<file path="src/rtl/ctrl_pkg.sv">
// Shared types and constants for the LEGv8 multi-cycle control FSM:
// state/op-class encodings, opcode match patterns and ALUOp codes.
package ctrl_pkg;

    typedef enum logic [2:0] {
        ST_FETCH  = 3'd0,
        ST_DECODE = 3'd1,
        ST_EXEC   = 3'd2,
        ST_MEM    = 3'd3,
        ST_WB     = 3'd4,
        ST_TRAP   = 3'd5
    } state_t;

    typedef enum logic [2:0] {
        OP_NONE  = 3'd0,
        OP_RTYPE = 3'd1,
        OP_LDUR  = 3'd2,
        OP_STUR  = 3'd3,
        OP_CBZ   = 3'd4,
        OP_CBNZ  = 3'd5,
        OP_B     = 3'd6
    } op_class_t;

    // Opcode patterns over IR[31:21]; a cleared mask bit is a don't-care.
    localparam logic [10:0] RTYPE_MASK  = 11'b10011110111;
    localparam logic [10:0] RTYPE_MATCH = 11'b10001010000;
    localparam logic [10:0] LDUR_MASK   = 11'b11111111111;
    localparam logic [10:0] LDUR_MATCH  = 11'b11111000010;
    localparam logic [10:0] STUR_MASK   = 11'b11111111111;
    localparam logic [10:0] STUR_MATCH  = 11'b11111000000;
    localparam logic [10:0] CBZ_MASK    = 11'b11111111000;
    localparam logic [10:0] CBZ_MATCH   = 11'b10110100000;
    localparam logic [10:0] CBNZ_MASK   = 11'b11111111000;
    localparam logic [10:0] CBNZ_MATCH  = 11'b10110101000;
    localparam logic [10:0] B_MASK      = 11'b11111100000;
    localparam logic [10:0] B_MATCH     = 11'b00010100000;

    localparam logic [1:0] ALUOP_ADD   = 2'b00;
    localparam logic [1:0] ALUOP_CB    = 2'b01;
    localparam logic [1:0] ALUOP_FUNCT = 2'b10;

    localparam logic TRAP_ILLEGAL = 1'b0;
    localparam logic TRAP_TIMEOUT = 1'b1;

    function automatic logic op_match(input logic [10:0] op,
                                      input logic [10:0] mask,
                                      input logic [10:0] match);
        return (op & mask) == match;
    endfunction

endpackage

</file>
<file path="src/rtl/multicycle_controller_op_decoder.sv">
// Combinational opcode classifier; disabled optional ops decode as NONE
// so the controller treats them exactly like any other illegal opcode.
module op_decoder
    import ctrl_pkg::*;
#(
    parameter int unsigned EN_CBNZ = 1,
    parameter int unsigned EN_B    = 1
) (
    input  logic [10:0] ins_op,
    output op_class_t   op_class,
    output logic        legal
);

    always_comb begin
        op_class = OP_NONE;
        if (op_match(ins_op, RTYPE_MASK, RTYPE_MATCH)) begin
            op_class = OP_RTYPE;
        end else if (op_match(ins_op, LDUR_MASK, LDUR_MATCH)) begin
            op_class = OP_LDUR;
        end else if (op_match(ins_op, STUR_MASK, STUR_MATCH)) begin
            op_class = OP_STUR;
        end else if (op_match(ins_op, CBZ_MASK, CBZ_MATCH)) begin
            op_class = OP_CBZ;
        end else if ((EN_CBNZ != 0) && op_match(ins_op, CBNZ_MASK, CBNZ_MATCH)) begin
            op_class = OP_CBNZ;
        end else if ((EN_B != 0) && op_match(ins_op, B_MASK, B_MATCH)) begin
            op_class = OP_B;
        end
    end

    assign legal = (op_class != OP_NONE);

endmodule

</file>
<file path="src/rtl/multicycle_controller.sv">
// LEGv8 multi-cycle main control FSM: FETCH/DECODE/EXEC/MEM/WB sequencing,
// memory ready/wait handshake with timeout trap, CBZ/CBNZ/B support.
module multicycle_controller
    import ctrl_pkg::*;
#(
    parameter int unsigned MEM_TIMEOUT = 16,
    parameter int unsigned EN_CBNZ     = 1,
    parameter int unsigned EN_B        = 1
) (
    input  logic        clk,
    input  logic        rst_n,
    input  logic [10:0] ins_op,
    input  logic        zero,
    input  logic        mem_ready,
    output logic        pc_write,
    output logic        pc_src,
    output logic        ir_write,
    output logic        mem_read,
    output logic        mem_write,
    output logic        reg_write,
    output logic        alu_src,
    output logic [1:0]  alu_op,
    output logic        mem_to_reg,
    output logic        reg2loc,
    output logic [2:0]  state,
    output logic        trap,
    output logic        trap_cause
);

    localparam int CW = (MEM_TIMEOUT > 1) ? $clog2(MEM_TIMEOUT) : 1;
    localparam logic [CW-1:0] WAIT_LAST = CW'((MEM_TIMEOUT > 0) ? MEM_TIMEOUT - 1 : 0);

    state_t          state_q, state_d;
    op_class_t       class_q, class_d;
    logic [CW-1:0]   wait_q, wait_d;
    logic            trap_q, trap_d;
    logic            cause_q, cause_d;

    op_class_t       dec_class;
    logic            dec_legal;
    logic            in_wait_state;
    logic            expire;

    op_decoder #(
        .EN_CBNZ (EN_CBNZ),
        .EN_B    (EN_B)
    ) u_op_decoder (
        .ins_op   (ins_op),
        .op_class (dec_class),
        .legal    (dec_legal)
    );

    assign in_wait_state = (state_q == ST_FETCH) || (state_q == ST_MEM);
    // Ready on the expiry cycle wins, so expiry is only taken with ready low.
    assign expire = (MEM_TIMEOUT != 0) && (wait_q == WAIT_LAST) && !mem_ready;

    always_comb begin
        state_d = state_q;
        class_d = class_q;
        trap_d  = trap_q;
        cause_d = cause_q;
        wait_d  = wait_q;

        case (state_q)
            ST_FETCH: begin
                if (mem_ready) begin
                    state_d = ST_DECODE;
                end else if (expire) begin
                    state_d = ST_TRAP;
                    trap_d  = 1'b1;
                    cause_d = TRAP_TIMEOUT;
                end
            end
            ST_DECODE: begin
                class_d = dec_class;
                if (dec_legal) begin
                    state_d = ST_EXEC;
                end else begin
                    state_d = ST_TRAP;
                    trap_d  = 1'b1;
                    cause_d = TRAP_ILLEGAL;
                end
            end
            ST_EXEC: begin
                case (class_q)
                    OP_RTYPE:              state_d = ST_WB;
                    OP_LDUR, OP_STUR:      state_d = ST_MEM;
                    OP_CBZ, OP_CBNZ, OP_B: state_d = ST_FETCH;
                    default: begin
                        state_d = ST_TRAP;
                        trap_d  = 1'b1;
                        cause_d = TRAP_ILLEGAL;
                    end
                endcase
            end
            ST_MEM: begin
                if (mem_ready) begin
                    state_d = (class_q == OP_LDUR) ? ST_WB : ST_FETCH;
                end else if (expire) begin
                    state_d = ST_TRAP;
                    trap_d  = 1'b1;
                    cause_d = TRAP_TIMEOUT;
                end
            end
            ST_WB:   state_d = ST_FETCH;
            ST_TRAP: state_d = ST_TRAP;
            default: begin
                state_d = ST_TRAP;
                trap_d  = 1'b1;
                cause_d = TRAP_ILLEGAL;
            end
        endcase

        if (state_d != state_q) begin
            wait_d = '0;
        end else if (in_wait_state && !mem_ready) begin
            wait_d = wait_q + CW'(1);
        end
    end

    always_ff @(posedge clk or negedge rst_n) begin
        if (!rst_n) begin
            state_q <= ST_FETCH;
            class_q <= OP_NONE;
            wait_q  <= '0;
            trap_q  <= 1'b0;
            cause_q <= 1'b0;
        end else begin
            state_q <= state_d;
            class_q <= class_d;
            wait_q  <= wait_d;
            trap_q  <= trap_d;
            cause_q <= cause_d;
        end
    end

    // Strobes decode from state and latched class only; gating with rst_n
    // makes them drop the instant reset is asserted.
    always_comb begin
        pc_write   = 1'b0;
        pc_src     = 1'b0;
        ir_write   = 1'b0;
        mem_read   = 1'b0;
        mem_write  = 1'b0;
        reg_write  = 1'b0;
        alu_src    = 1'b0;
        alu_op     = ALUOP_ADD;
        mem_to_reg = 1'b0;
        reg2loc    = 1'b0;
        if (rst_n) begin
            case (state_q)
                ST_FETCH: begin
                    mem_read = 1'b1;
                    ir_write = mem_ready;
                    pc_write = mem_ready;
                end
                ST_EXEC: begin
                    case (class_q)
                        OP_RTYPE: alu_op = ALUOP_FUNCT;
                        OP_LDUR:  alu_src = 1'b1;
                        OP_STUR: begin
                            alu_src = 1'b1;
                            reg2loc = 1'b1;
                        end
                        OP_CBZ: begin
                            alu_op   = ALUOP_CB;
                            reg2loc  = 1'b1;
                            pc_write = zero;
                            pc_src   = 1'b1;
                        end
                        OP_CBNZ: begin
                            alu_op   = ALUOP_CB;
                            reg2loc  = 1'b1;
                            pc_write = ~zero;
                            pc_src   = 1'b1;
                        end
                        OP_B: begin
                            pc_write = 1'b1;
                            pc_src   = 1'b1;
                        end
                        default: ;
                    endcase
                end
                ST_MEM: begin
                    mem_read  = (class_q == OP_LDUR);
                    mem_write = (class_q == OP_STUR);
                end
                ST_WB: begin
                    reg_write  = 1'b1;
                    mem_to_reg = (class_q == OP_LDUR);
                end
                default: ;
            endcase
        end
    end

    assign state      = state_q;
    assign trap       = trap_q;
    assign trap_cause = cause_q;

endmodule

</file>
<file path="config.mk">
export PLATFORM = sky130hd
export DESIGN_NAME = multicycle_controller
export DESIGN_NICKNAME = d
export VERILOG_FILES = /design/src/rtl/ctrl_pkg.sv /design/src/rtl/multicycle_controller_op_decoder.sv /design/src/rtl/multicycle_controller.sv
export SDC_FILE = /design/constraint.sdc
export NUM_CORES = 1
export LEC_CHECK = 0
export CAP_MARGIN = 20
export CORE_UTILIZATION = 34
export CTS_BUF_LIST = sky130_fd_sc_hd__clkbuf_16
export CTS_CLUSTER_DIAMETER = 60
export DETAILED_ROUTE_END_ITERATION = 8
export PLACE_DENSITY = 0.7
export SLEW_MARGIN = 30
export SYNTH_ARGS = -nofsm -noshare
export SYNTH_HDL_FRONTEND = slang
export SYNTH_SLANG_ARGS = --single-unit
</file>
<file path="constraint.sdc">
create_clock -name clk -period 5.1 [get_ports clk]
set_input_delay 1.53 -clock clk [delete_from_list [all_inputs] [get_ports clk]]
set_output_delay 1.53 -clock clk [all_outputs]
set_load 0.02 [all_outputs]
</file>
==> flow_summary.json <==
{
  "status": "finished clean",
  "fin_ws_ps": 398,
  "grt_pass1_vias": 1064,
  "synth_cell_type_count": 55,
  "critPathLaunch": "rst_n",
  "wire_per_inst_um": 14.6,
  "async_reset_ff_frac": 1.00,
  "fin_setup_tns_ps": 0,
  "num_rows": 20,
  "vias": 1096,
  "crit_path_end_kind": "output pin",
  "antenna_found_initial": 0,
  "cts_resized": 0,
  "avgViaCountPerCell": 5.48,
  "wirelength_um": 2920,
  "synthTopCellsByArea": "dfrtp_1 27%, nor3_1 4.9%, nand2_1 4.7%",
  "grt_pass1_wl_um": 4860,
  "fmax_ghz": 0.213,
  "intPower_mw": 0.212,
  "setup_viol": 0,
  "grt_max_degree": 17,
  "power-per-cell-area_nw_per_um2": 171,
  "post-cts-setup-buffer-count": 0,
  "dp_slack_ps": 391,
  "post-route-drc-count": 0,
  "synth_area_um2": 1120,
  "slowest_stage": "clkdlybuf4s50_1",
  "core_um2": 3100,
  "finClkSkew_ps": 1.77,
  "ys_ff_latch": 12,
  "tightest_slew_ps": 740,
  "hold-path-endpoint": "trap",
  "worstSetupPathType": "primary input to output pin",
  "cts_sinks": 12,
  "crit_family": "buffers and inverters",
  "worstHoldPathType": "flip-flop to flip-flop",
  "nets": 177,
  "finalCoreUtilization": 0.493,
  "crit_chain": "clkdlybuf4s50_1, buf_4, nand2_1, nor3_1, clkdlybuf4s50_1",
  "drt_iter0_markers": 62,
  "cts_buffers": 3,
  "min_period_over_period": 0.922,
  "reg2reg_to": "trap_cause",
  "clk_pin_slew_ps": 40,
  "final_hold_viol_count": 0,
  "post-route-min-period_ps": 4700,
  "synth_common_cells": "14 x nand2_1, 12 x dfrtp_1, 11 x nor2_1, 11 x nor3_1",
  "synthCells": 126,
  "start_util": 0.363,
  "combinationalPowerShare": 0.097,
  "required_ps": 3570,
  "clockPowerShare": 0.536,
  "ys.flop_type": "dfrtp_1",
  "yosysWarnings": 0,
  "reg2reg_slack_ps": 2970,
  "synth_top_cell_by_area": "dfrtp_1",
  "ios": 31,
  "cp_max_fo": 8,
  "seq_power_share": 0.367,
  "slew_headroom": 0.503,
  "clk_path_buf_depth": 2,
  "synth_area_per_cell_um2": 8.93,
  "max_cap_violations": 0,
  "ir_drop_mv": 0.0787,
  "final-seq-area_um2": 300,
  "ant_nets": 0,
  "cpPeakStageDelay_ps": 620,
  "p_sw_mw": 0.0500,
  "area_growth_syn_to_layout_pct": 36.0,
  "finalMaxSlewViolations": 0,
  "cts-root-buf": "clkbuf_16",
  "yosysSeqAreaShare": 0.267,
  "fill_cells": 328,
  "first_pass_iters": 4,
  "startpoint_type": "primary input",
  "port_buffers": 30,
  "crit_buf_inv": 3,
  "dp_hpwl_um": 2160,
  "htreeDepth": 1,
  "switching_share": 0.191,
  "holdPathStages": 1,
  "worstPathArrival_ps": 3170,
  "reg2reg_from": "class_q[1]",
  "synth_top_area_frac": 0.267,
  "track_usage": 0.181,
  "ctsHoldBuffers": 0,
  "multiInputGateArea_um2": 757,
  "hold_slack_ps": 488,
  "syn_nets": 145,
  "gr-total-overflow": 0,
  "die_w_um": 59.5,
  "leakage_nw": 0.635,
  "die_area_um2": 3540,
  "crit_top_cell": "clkdlybuf4s50_1",
  "clk_latency_ps": 240,
  "r2r_cells": 6,
  "layout-drive-gt1-share": 0.147,
  "synth_edf_count": 0,
  "die_y_um": 59.5,
  "rsz0062_at_grt": "false",
  "synth_most_common_cell": "nand2_1",
  "cts_tree": "done",
  "hold_start": "trap",
  "diodes": 0,
  "gp_congestion": 0.817,
  "total_power_mw": 0.262
}
==> worst register-to-register path, stage by stage, from the launching register on <==
cell	delay (ps)
dfrtp_1	540
inv_2	120
ha_1	300
inv_1	30
o31ai_1	640
o311ai_4	210
a2bb2oi_2	170
==> metrics by stage <==
step	instances	cell area, um^2
global route	200	1530
global placement	197	1460
floorplan	126	1120
detailed placement	197	1460
finish	200	1530
CTS	200	1530
==> how the worst max path moves through the flow <==
stage | to | slack (ps) | cells after the start
5_1_grt | mem_write | 260 | 5
3_5_place_dp | mem_write | 390 | 5
2_1_floorplan | mem_to_reg | 1350 | 2
6_report | mem_write | 400 | 5
4_1_cts | mem_write | 380 | 5
3_3_place_gp | mem_write | 420 | 5
==> state kept, by name (all words and copies together), names as in the netlist <==
register / count
wait_q: 4
class_q: 3
trap_cause: 1
state: 3
trap: 1
==> power groups by stage <==
stage | sequential [mW] | clock (mW) | combinational, mW
after global placement | 0.0975 | 0 | 0.0247
after floorplan | 0.0975 | 0 | 0.00740
final | 0.0962 | 0.141 | 0.0255
after detailed placement | 0.0975 | 0 | 0.0255
after global routing | 0.0961 | 0.146 | 0.0281
after CTS | 0.0961 | 0.142 | 0.0257
==> final cells by class <==
cell class / instances / share of cell area
repair buffers: 32 / 0.206
multi-input cells: 103 / 0.495
inverters: 6 / 0.0180
flip-flops and latches: 12 / 0.196
clock buffers: 3 / 0.0491
well taps: 44 / 0.0360
==> per-layer routing <==
metal	part of all wire	global-route usage	vias up
met5	0	0	-
met4	0.030	0.0963	0
met3	0.058	0.0262	8
met2	0.47	0.299	44
met1	0.45	0.229	504
li1	-	-	540
==> cell usage in the layout (no fill, tap or decap), drive strengths merged, types with 3 or more instances in the layout <==
master / Yosys / final
nor2: 11 / 11
nor3: 14 / 14
nand2: 14 / 14
xor2: 3 / 3
clkbuf: 1 / 3
clkdlybuf4s50: 0 / 30
inv: 6 / 6
dfrtp: 12 / 12
o21ai: 5 / 5
nand3b: 4 / 4
o22ai: 4 / 4
ha: 4 / 4
==> cells by family after synthesis <==
family          share of synthesized area
simple gates                        0.318
fa+ha+maj                          0.0445
flops                               0.267
xor+xnor                           0.0389
buf+inv                            0.0601
compound gates                      0.254
mux                                0.0178
(Power assumes the default switching activity.)
